File: src/rtl/pll_lock_supervisor_pkg.sv
// rtl/pll_lock_supervisor_pkg.sv - shared state encoding and sizing helpers for the PLL lock supervisor
package pll_sup_pkg;

    typedef enum logic [2:0] {
        RESET_PLL = 3'd0,
        WAIT_LOCK = 3'd1,
        STABILIZE = 3'd2,
        RUN       = 3'd3,
        FAULT     = 3'd4
    } pll_state_e;

    localparam int RETRY_W = 4;

    // Counter must hold the largest of the three programmed intervals.
    function automatic int cnt_width(input int a, input int b, input int c);
        int m;
        m = a;
        if (b > m) m = b;
        if (c > m) m = c;
        return $clog2(m + 1);
    endfunction

endpackage

File: src/rtl/pll_lock_supervisor_if.sv
// rtl/pll_lock_supervisor_if.sv - PLL control and system-reset status bundle
interface pll_lock_supervisor_if;
    import pll_sup_pkg::*;

    logic               pll_lock_i;
    logic               clear_fault_i;
    logic               pll_reset_o;
    logic               sys_rst_n_o;
    logic               locked_o;
    logic               fault_o;
    logic               lost_lock_o;
    logic [RETRY_W-1:0] retry_count_o;

    modport master (
        input  pll_lock_i,
        input  clear_fault_i,
        output pll_reset_o,
        output sys_rst_n_o,
        output locked_o,
        output fault_o,
        output lost_lock_o,
        output retry_count_o
    );

    modport slave (
        output pll_lock_i,
        output clear_fault_i,
        input  pll_reset_o,
        input  sys_rst_n_o,
        input  locked_o,
        input  fault_o,
        input  lost_lock_o,
        input  retry_count_o
    );

endinterface

File: src/rtl/pll_lock_supervisor_sync.sv
// rtl/pll_lock_supervisor_sync.sv - multi-flop synchronizer with asynchronous active-low clear
module sync_ff #(
    parameter int STAGES = 2
) (
    input  logic clk,
    input  logic rst_n,
    input  logic d,
    output logic q
);

    logic [STAGES-1:0] ff;

    always_ff @(posedge clk or negedge rst_n) begin
        if (!rst_n) begin
            ff <= '0;
        end else begin
            ff <= {ff[STAGES-2:0], d};
        end
    end

    assign q = ff[STAGES-1];

endmodule

File: src/rtl/pll_lock_supervisor.sv
// rtl/pll_lock_supervisor.sv - drives PLL reset, qualifies lock, retries on timeout and gates system reset
module pll_lock_supervisor
    import pll_sup_pkg::*;
#(
    parameter int RESET_CYCLES        = 270,
    parameter int LOCK_TIMEOUT_CYCLES = 27000,
    parameter int LOCK_STABLE_CYCLES  = 2700,
    parameter int MAX_RETRIES         = 7,
    parameter int SYNC_STAGES         = 2
) (
    input  logic                  clk,
    input  logic                  rst_n,
    pll_lock_supervisor_if.master bus
);

    localparam int CW = cnt_width(RESET_CYCLES, LOCK_TIMEOUT_CYCLES, LOCK_STABLE_CYCLES);
    localparam logic [RETRY_W-1:0] MAX_R = RETRY_W'(MAX_RETRIES);

    pll_state_e         state;
    logic [CW-1:0]      cnt;
    logic [CW-1:0]      cnt_inc;
    logic               lock_s;
    logic               pll_reset;
    logic               sys_rst_n;
    logic               locked;
    logic               fault;
    logic               lost_lock;
    logic [RETRY_W-1:0] retry;
    logic [RETRY_W-1:0] retry_next;
    logic               fail_now;
    logic               fail_to_fault;

    sync_ff #(.STAGES(SYNC_STAGES)) u_lock_sync (
        .clk   (clk),
        .rst_n (rst_n),
        .d     (bus.pll_lock_i),
        .q     (lock_s)
    );

    assign cnt_inc       = (cnt == '1) ? cnt : cnt + CW'(1);
    assign retry_next    = (retry == MAX_R) ? retry : retry + RETRY_W'(1);
    assign fail_to_fault = (retry_next == MAX_R);

    // Lock lost during STABILIZE is chatter and costs an attempt, same as a timeout.
    always_comb begin
        fail_now = 1'b0;
        if (state == WAIT_LOCK && !lock_s && cnt == CW'(LOCK_TIMEOUT_CYCLES - 1)) fail_now = 1'b1;
        if (state == STABILIZE && !lock_s) fail_now = 1'b1;
    end

    always_ff @(posedge clk or negedge rst_n) begin
        if (!rst_n) begin
            state     <= RESET_PLL;
            cnt       <= '0;
            pll_reset <= 1'b1;
            sys_rst_n <= 1'b0;
            locked    <= 1'b0;
            fault     <= 1'b0;
            lost_lock <= 1'b0;
            retry     <= '0;
        end else begin
            lost_lock <= 1'b0;
            if (fail_now) begin
                state     <= fail_to_fault ? FAULT : RESET_PLL;
                cnt       <= '0;
                pll_reset <= 1'b1;
                fault     <= fail_to_fault;
                retry     <= retry_next;
            end else begin
                case (state)
                    RESET_PLL: begin
                        if (cnt == CW'(RESET_CYCLES - 1)) begin
                            state     <= WAIT_LOCK;
                            cnt       <= '0;
                            pll_reset <= 1'b0;
                        end else begin
                            cnt <= cnt_inc;
                        end
                    end
                    WAIT_LOCK: begin
                        if (lock_s) begin
                            state <= STABILIZE;
                            cnt   <= '0;
                        end else begin
                            cnt <= cnt_inc;
                        end
                    end
                    STABILIZE: begin
                        if (cnt == CW'(LOCK_STABLE_CYCLES - 1)) begin
                            state     <= RUN;
                            cnt       <= '0;
                            sys_rst_n <= 1'b1;
                            locked    <= 1'b1;
                            retry     <= '0;
                        end else begin
                            cnt <= cnt_inc;
                        end
                    end
                    RUN: begin
                        if (!lock_s) begin
                            state     <= RESET_PLL;
                            cnt       <= '0;
                            pll_reset <= 1'b1;
                            sys_rst_n <= 1'b0;
                            locked    <= 1'b0;
                            lost_lock <= 1'b1;
                        end
                    end
                    FAULT: begin
                        if (bus.clear_fault_i) begin
                            state <= RESET_PLL;
                            cnt   <= '0;
                            retry <= '0;
                            fault <= 1'b0;
                        end
                    end
                    default: begin
                        state     <= RESET_PLL;
                        cnt       <= '0;
                        pll_reset <= 1'b1;
                        sys_rst_n <= 1'b0;
                        locked    <= 1'b0;
                        fault     <= 1'b0;
                    end
                endcase
            end
        end
    end

    assign bus.pll_reset_o   = pll_reset;
    assign bus.sys_rst_n_o   = sys_rst_n;
    assign bus.locked_o      = locked;
    assign bus.fault_o       = fault;
    assign bus.lost_lock_o   = lost_lock;
    assign bus.retry_count_o = retry;

endmodule

File: src/flat_wrapper.sv
// flat-port wrapper written by rule: the top's interface ports become plain ports
module pll_lock_supervisor_flat import pll_sup_pkg::*;
#(
    parameter int RESET_CYCLES        = 270,
    parameter int LOCK_TIMEOUT_CYCLES = 27000,
    parameter int LOCK_STABLE_CYCLES  = 2700,
    parameter int MAX_RETRIES         = 7,
    parameter int SYNC_STAGES         = 2
)
  (clk, rst_n, bus_pll_lock_i, bus_clear_fault_i, bus_pll_reset_o, bus_sys_rst_n_o, bus_locked_o, bus_fault_o, bus_lost_lock_o, bus_retry_count_o);
  pll_lock_supervisor_if bus_i ();
  input  logic clk;
  input  logic rst_n;
  input wire logic [$bits(bus_i.pll_lock_i)-1:0] bus_pll_lock_i;
  input wire logic [$bits(bus_i.clear_fault_i)-1:0] bus_clear_fault_i;
  output wire logic [$bits(bus_i.pll_reset_o)-1:0] bus_pll_reset_o;
  output wire logic [$bits(bus_i.sys_rst_n_o)-1:0] bus_sys_rst_n_o;
  output wire logic [$bits(bus_i.locked_o)-1:0] bus_locked_o;
  output wire logic [$bits(bus_i.fault_o)-1:0] bus_fault_o;
  output wire logic [$bits(bus_i.lost_lock_o)-1:0] bus_lost_lock_o;
  output wire logic [$bits(bus_i.retry_count_o)-1:0] bus_retry_count_o;
  assign bus_i.pll_lock_i = bus_pll_lock_i;
  assign bus_i.clear_fault_i = bus_clear_fault_i;
  assign bus_pll_reset_o = bus_i.pll_reset_o;
  assign bus_sys_rst_n_o = bus_i.sys_rst_n_o;
  assign bus_locked_o = bus_i.locked_o;
  assign bus_fault_o = bus_i.fault_o;
  assign bus_lost_lock_o = bus_i.lost_lock_o;
  assign bus_retry_count_o = bus_i.retry_count_o;
  pll_lock_supervisor #(.RESET_CYCLES(RESET_CYCLES), .LOCK_TIMEOUT_CYCLES(LOCK_TIMEOUT_CYCLES), .LOCK_STABLE_CYCLES(LOCK_STABLE_CYCLES), .MAX_RETRIES(MAX_RETRIES), .SYNC_STAGES(SYNC_STAGES)) u_core (.clk(clk), .rst_n(rst_n), .bus(bus_i));
endmodule
File: config.mk
export PLATFORM = sky130hd
export DESIGN_NAME = pll_lock_supervisor_flat
export DESIGN_NICKNAME = d
export VERILOG_FILES = /design/src/rtl/pll_lock_supervisor_pkg.sv /design/src/rtl/pll_lock_supervisor_if.sv /design/src/rtl/pll_lock_supervisor_sync.sv /design/src/rtl/pll_lock_supervisor.sv /design/src/flat_wrapper.sv
export SDC_FILE = /design/constraint.sdc
export NUM_CORES = 1
export LEC_CHECK = 0
export CAP_MARGIN = 25
export CORE_UTILIZATION = 57
export DETAILED_ROUTE_END_ITERATION = 16
export PLACE_DENSITY_LB_ADDON = 0.05
export RECOVER_POWER = 100
export SLEW_MARGIN = 20
export SYNTH_ARGS = -nofsm -noshare
export SYNTH_HDL_FRONTEND = slang
export SYNTH_SLANG_ARGS = --single-unit
File: constraint.sdc
create_clock -name clk -period 2.76 [get_ports clk]
set_input_delay 0.276 -clock clk [delete_from_list [all_inputs] [get_ports clk]]
set_output_delay 0.276 -clock clk [all_outputs]
set_load 0.01 [all_outputs]
==> results.toml <==
[drt]
first_iter_violations = 72
drtPass1Iterations = 4
ant_nets = 0
via_per_inst = 6.27
route.detailed.wl_per_inst_um = 15.1
routed-via-count = 1342
route.detailed.drc = 0
routed_wl_um = 3240

[floorplan]
core_area_mm2 = 0.00259
die_w_um = 55.3
fp-row-count = 18
die_area_mm2 = 0.00306
design.portCount = 13
floorplan.initialDensity_pct = 62.6
die_h_um = 55.3

[power]
peakVddDrop_mv = 0.550
power-per-cell-area_mw_per_mm2 = 558
fin_total_pwr_mw = 0.993
static_leakage_nw = 0.792

[timing]
finalWorstPathRequiredPeriod_ns = 2.47
grt_setup_unrepaired = "false"
slew_violations = 0
period_utilisation_layout_pct = 89.6
finalHoldViolCount = 0
worst_clock_skew_ns = 0.00436
tightestPinTransition_ns = 1.47
fmaxAchievable_mhz = 404
finalSetupTns_ns = 0
slew_hr_pct = 2.09
setup-violations-final = 0

[clocking]
cts-hold-fix-buffers = 0
htreeDepth = 1
cts_tree = "yes"
cts-resized-gates = 0
cts.root.buffer_cell = "sky130_fd_sc_hd__clkbuf_4"
clock_sinks = 28
cts_setup_buffers = 0
clock_pin_slew_worst_setup_and_hold_paths_ns = 0.16
cts_made_buffers = 3
clk-insertion-delay-late_ns = 0.33
clk_path_buf_depth = 2

[cells_and_area]
fillCellCount = 199
sequential_cell_area_in_the_final_layout_um2 = 702
nets = 192
final_design_utilization_pct = 68.7
layout.cells.most_common = "sky130_fd_sc_hd__dfrtp_1"
synthToLayoutAreaGrowth_pct = 9.72
mostFrequentLayoutCells = "sky130_fd_sc_hd__dfrtp_1, sky130_fd_sc_hd__nor2_1, sky130_fd_sc_hd__nand2_1, sky130_fd_sc_hd__dlygate4sd3_1"
n_antenna_cell = 0
total_area_of_multi_input_combinational_cells_um2 = 833
post_route_cells_drive_above_1_share_pct = 6.52

[critical_path]
endpoint_kind = "register"
crit_path_max_fanout = 8
cp.buffers_inverters = 0
worst_setup_path_start_kind = "register"
crit_arrival_ns = 2.76
worst_path_dominant_cell_family = "simple AND/OR/NAND/NOR gates"
critical-path-max-stage-delay_ns = 0.57
crit_chain = "or4b_1 -> or4_1 -> a2bb2oi_1 -> o31ai_2 -> mux2_2"
cpMaxStageDelayCell = "sky130_fd_sc_hd__or4_1"
worst_ep_required_time_ns = 3.05
worst-setup-path-type = "register to register"

[synthesis]
synthesis.instances = 174
synth_warnings = 0
yosysSeqAreaShare_pct = 43.3
synthDistinctLibCells = 50
synthFlopType = "sky130_fd_sc_hd__dfrtp_1"
netlist_area_mm2 = 0.00162
synth-async-reset-ratio_pct = 100
ys_ff_latch = 28
synth-edff-count = 0
syn-mean-instance-area_um2 = 9.32
number_of_nets_produced_by_synthesis = 181

[global_routing]
initial_antenna_violation_count = 0
wire_length_of_the_first_global_routing_pass_um = 5720
grt_max_degree = 29
globalRouteOverflowTotal = 0
grt_pass1_vias = 1248
track_usage_pct = 22.9

[placement]
dp_hpwl_um = 2360
globalplace.congestion = 0.910
buffer_ports.inserted = 12

[worst_hold_path]
timing.hold.worst.class = "register to register"

[status]
run_status = "finished clean"

[run]
max_cap_violations = 0
stage by stage:
stage | worst slack (ns) | area (um2) | hold slack [ns] | std cells
after floorplan | 0.520 | 1620 | -0.0196 | 174
after global placement | 0.384 | 1750 | 0.342 | 210
after detailed placement | 0.387 | 1750 | 0.341 | 210
after CTS | 0.362 | 1800 | 0.297 | 214
after global routing | 0.126 | 1780 | 0.391 | 214
final | 0.287 | 1780 | 0.375 | 214
area by class of cell:
| class | instances | share of cell area (%) |
|---|---|---|
| multi-input cells | 132 | 46.8 |
| flip-flops and latches | 28 | 39.5 |
| repair buffers | 14 | 7.38 |
| well taps | 30 | 2.11 |
| clock inverters | 1 | 1.69 |
| clock buffers | 3 | 1.27 |
| inverters | 6 | 1.27 |
where the power goes:
group	leakage (nW)	internal, mW	total [mW]	switching [mW]
clock network	0.0279	0.147	0.276	0.129
logic	0.397	0.0770	0.165	0.0883
registers	0.367	0.463	0.553	0.0894
kinds of logic (layout without fill, tap and decap cells):
group                    Yosys count  in the layout  share of synthesized area [%]
AO/OA/AOI/OAI                     31             31                           13.4
XOR/XNOR                          11             11                           5.94
adder cells (fa/ha/maj)            3              3                           2.32
buffers and inverters             14             24                           4.24
flip-flops                        28             28                           43.3
multiplexers                       2              2                           1.31
AND/OR/NAND/NOR                   85             85                           29.5
metal layers:
metal	track usage, %	share of wire [%]	vias up
met5	0	0	-
met4	5.36	0.83	0
met3	2.34	4.6	4
met2	37.5	46	46
met1	32.7	49	635
li1	-	-	657
registers in the layout (all words and copies together) (netlist names):
name and flops:
u_core.u_lock_sync.ff 2, u_core.bus.pll_reset_o 1, u_core.cnt 15, u_core.bus.fault_o 1, u_core.bus.sys_rst_n_o 1, u_core.bus.retry_count_o 4, u_core.state 3, u_core.bus.lost_lock_o 1
Yosys cell counts, drive strengths merged (2+ instances only):
cell | number | share of area, %
a211oi | 2 | 0.93
a21oi | 10 | 3.3
a31oi | 2 | 0.77
a32oi | 2 | 1.1
and3 | 4 | 1.6
and4b | 2 | 1.2
buf | 4 | 1.9
clkbuf | 4 | 0.93
dfrtp | 27 | 42
ha | 3 | 2.3
inv | 6 | 1.4
nand2 | 11 | 2.5
nand2b | 6 | 2.5
nand3 | 6 | 1.9
nand4 | 10 | 3.9
nand4b | 2 | 1.1
nor2 | 25 | 6.3
nor3 | 4 | 1.2
nor4 | 4 | 1.5
nor4b | 2 | 1.1
o21ai | 4 | 1.2
o22ai | 2 | 0.77
o31ai | 2 | 1.2
or3 | 3 | 1.2
xor2 | 10 | 5.4
worst reg2reg max path, stage by stage, from the launching register on:
cell                        delay [ns]
sky130_fd_sc_hd__dfrtp_1          0.50
sky130_fd_sc_hd__or4b_1           0.56
sky130_fd_sc_hd__or4_1            0.57
sky130_fd_sc_hd__a2bb2oi_1        0.24
sky130_fd_sc_hd__o31ai_2          0.35
sky130_fd_sc_hd__mux2_2           0.21
path summary, 6_finish.rpt:
path,startpoint,endpoint,slack (ns),cells after the start
max,u_core.cnt[9],u_core.bus.retry_count_o[0],0.29,5
min,u_core.u_lock_sync.ff[0],u_core.u_lock_sync.ff[1],0.37,0
max reg2reg,u_core.cnt[9],u_core.bus.retry_count_o[0],0.29,5
min reg2reg,u_core.u_lock_sync.ff[0],u_core.u_lock_sync.ff[1],0.37,0
max in group asynchronous,rst_n,u_core.cnt[1],1.12,2
min in group asynchronous,rst_n,u_core.cnt[4],0.79,2
Power figures use the tool's default switching activity.
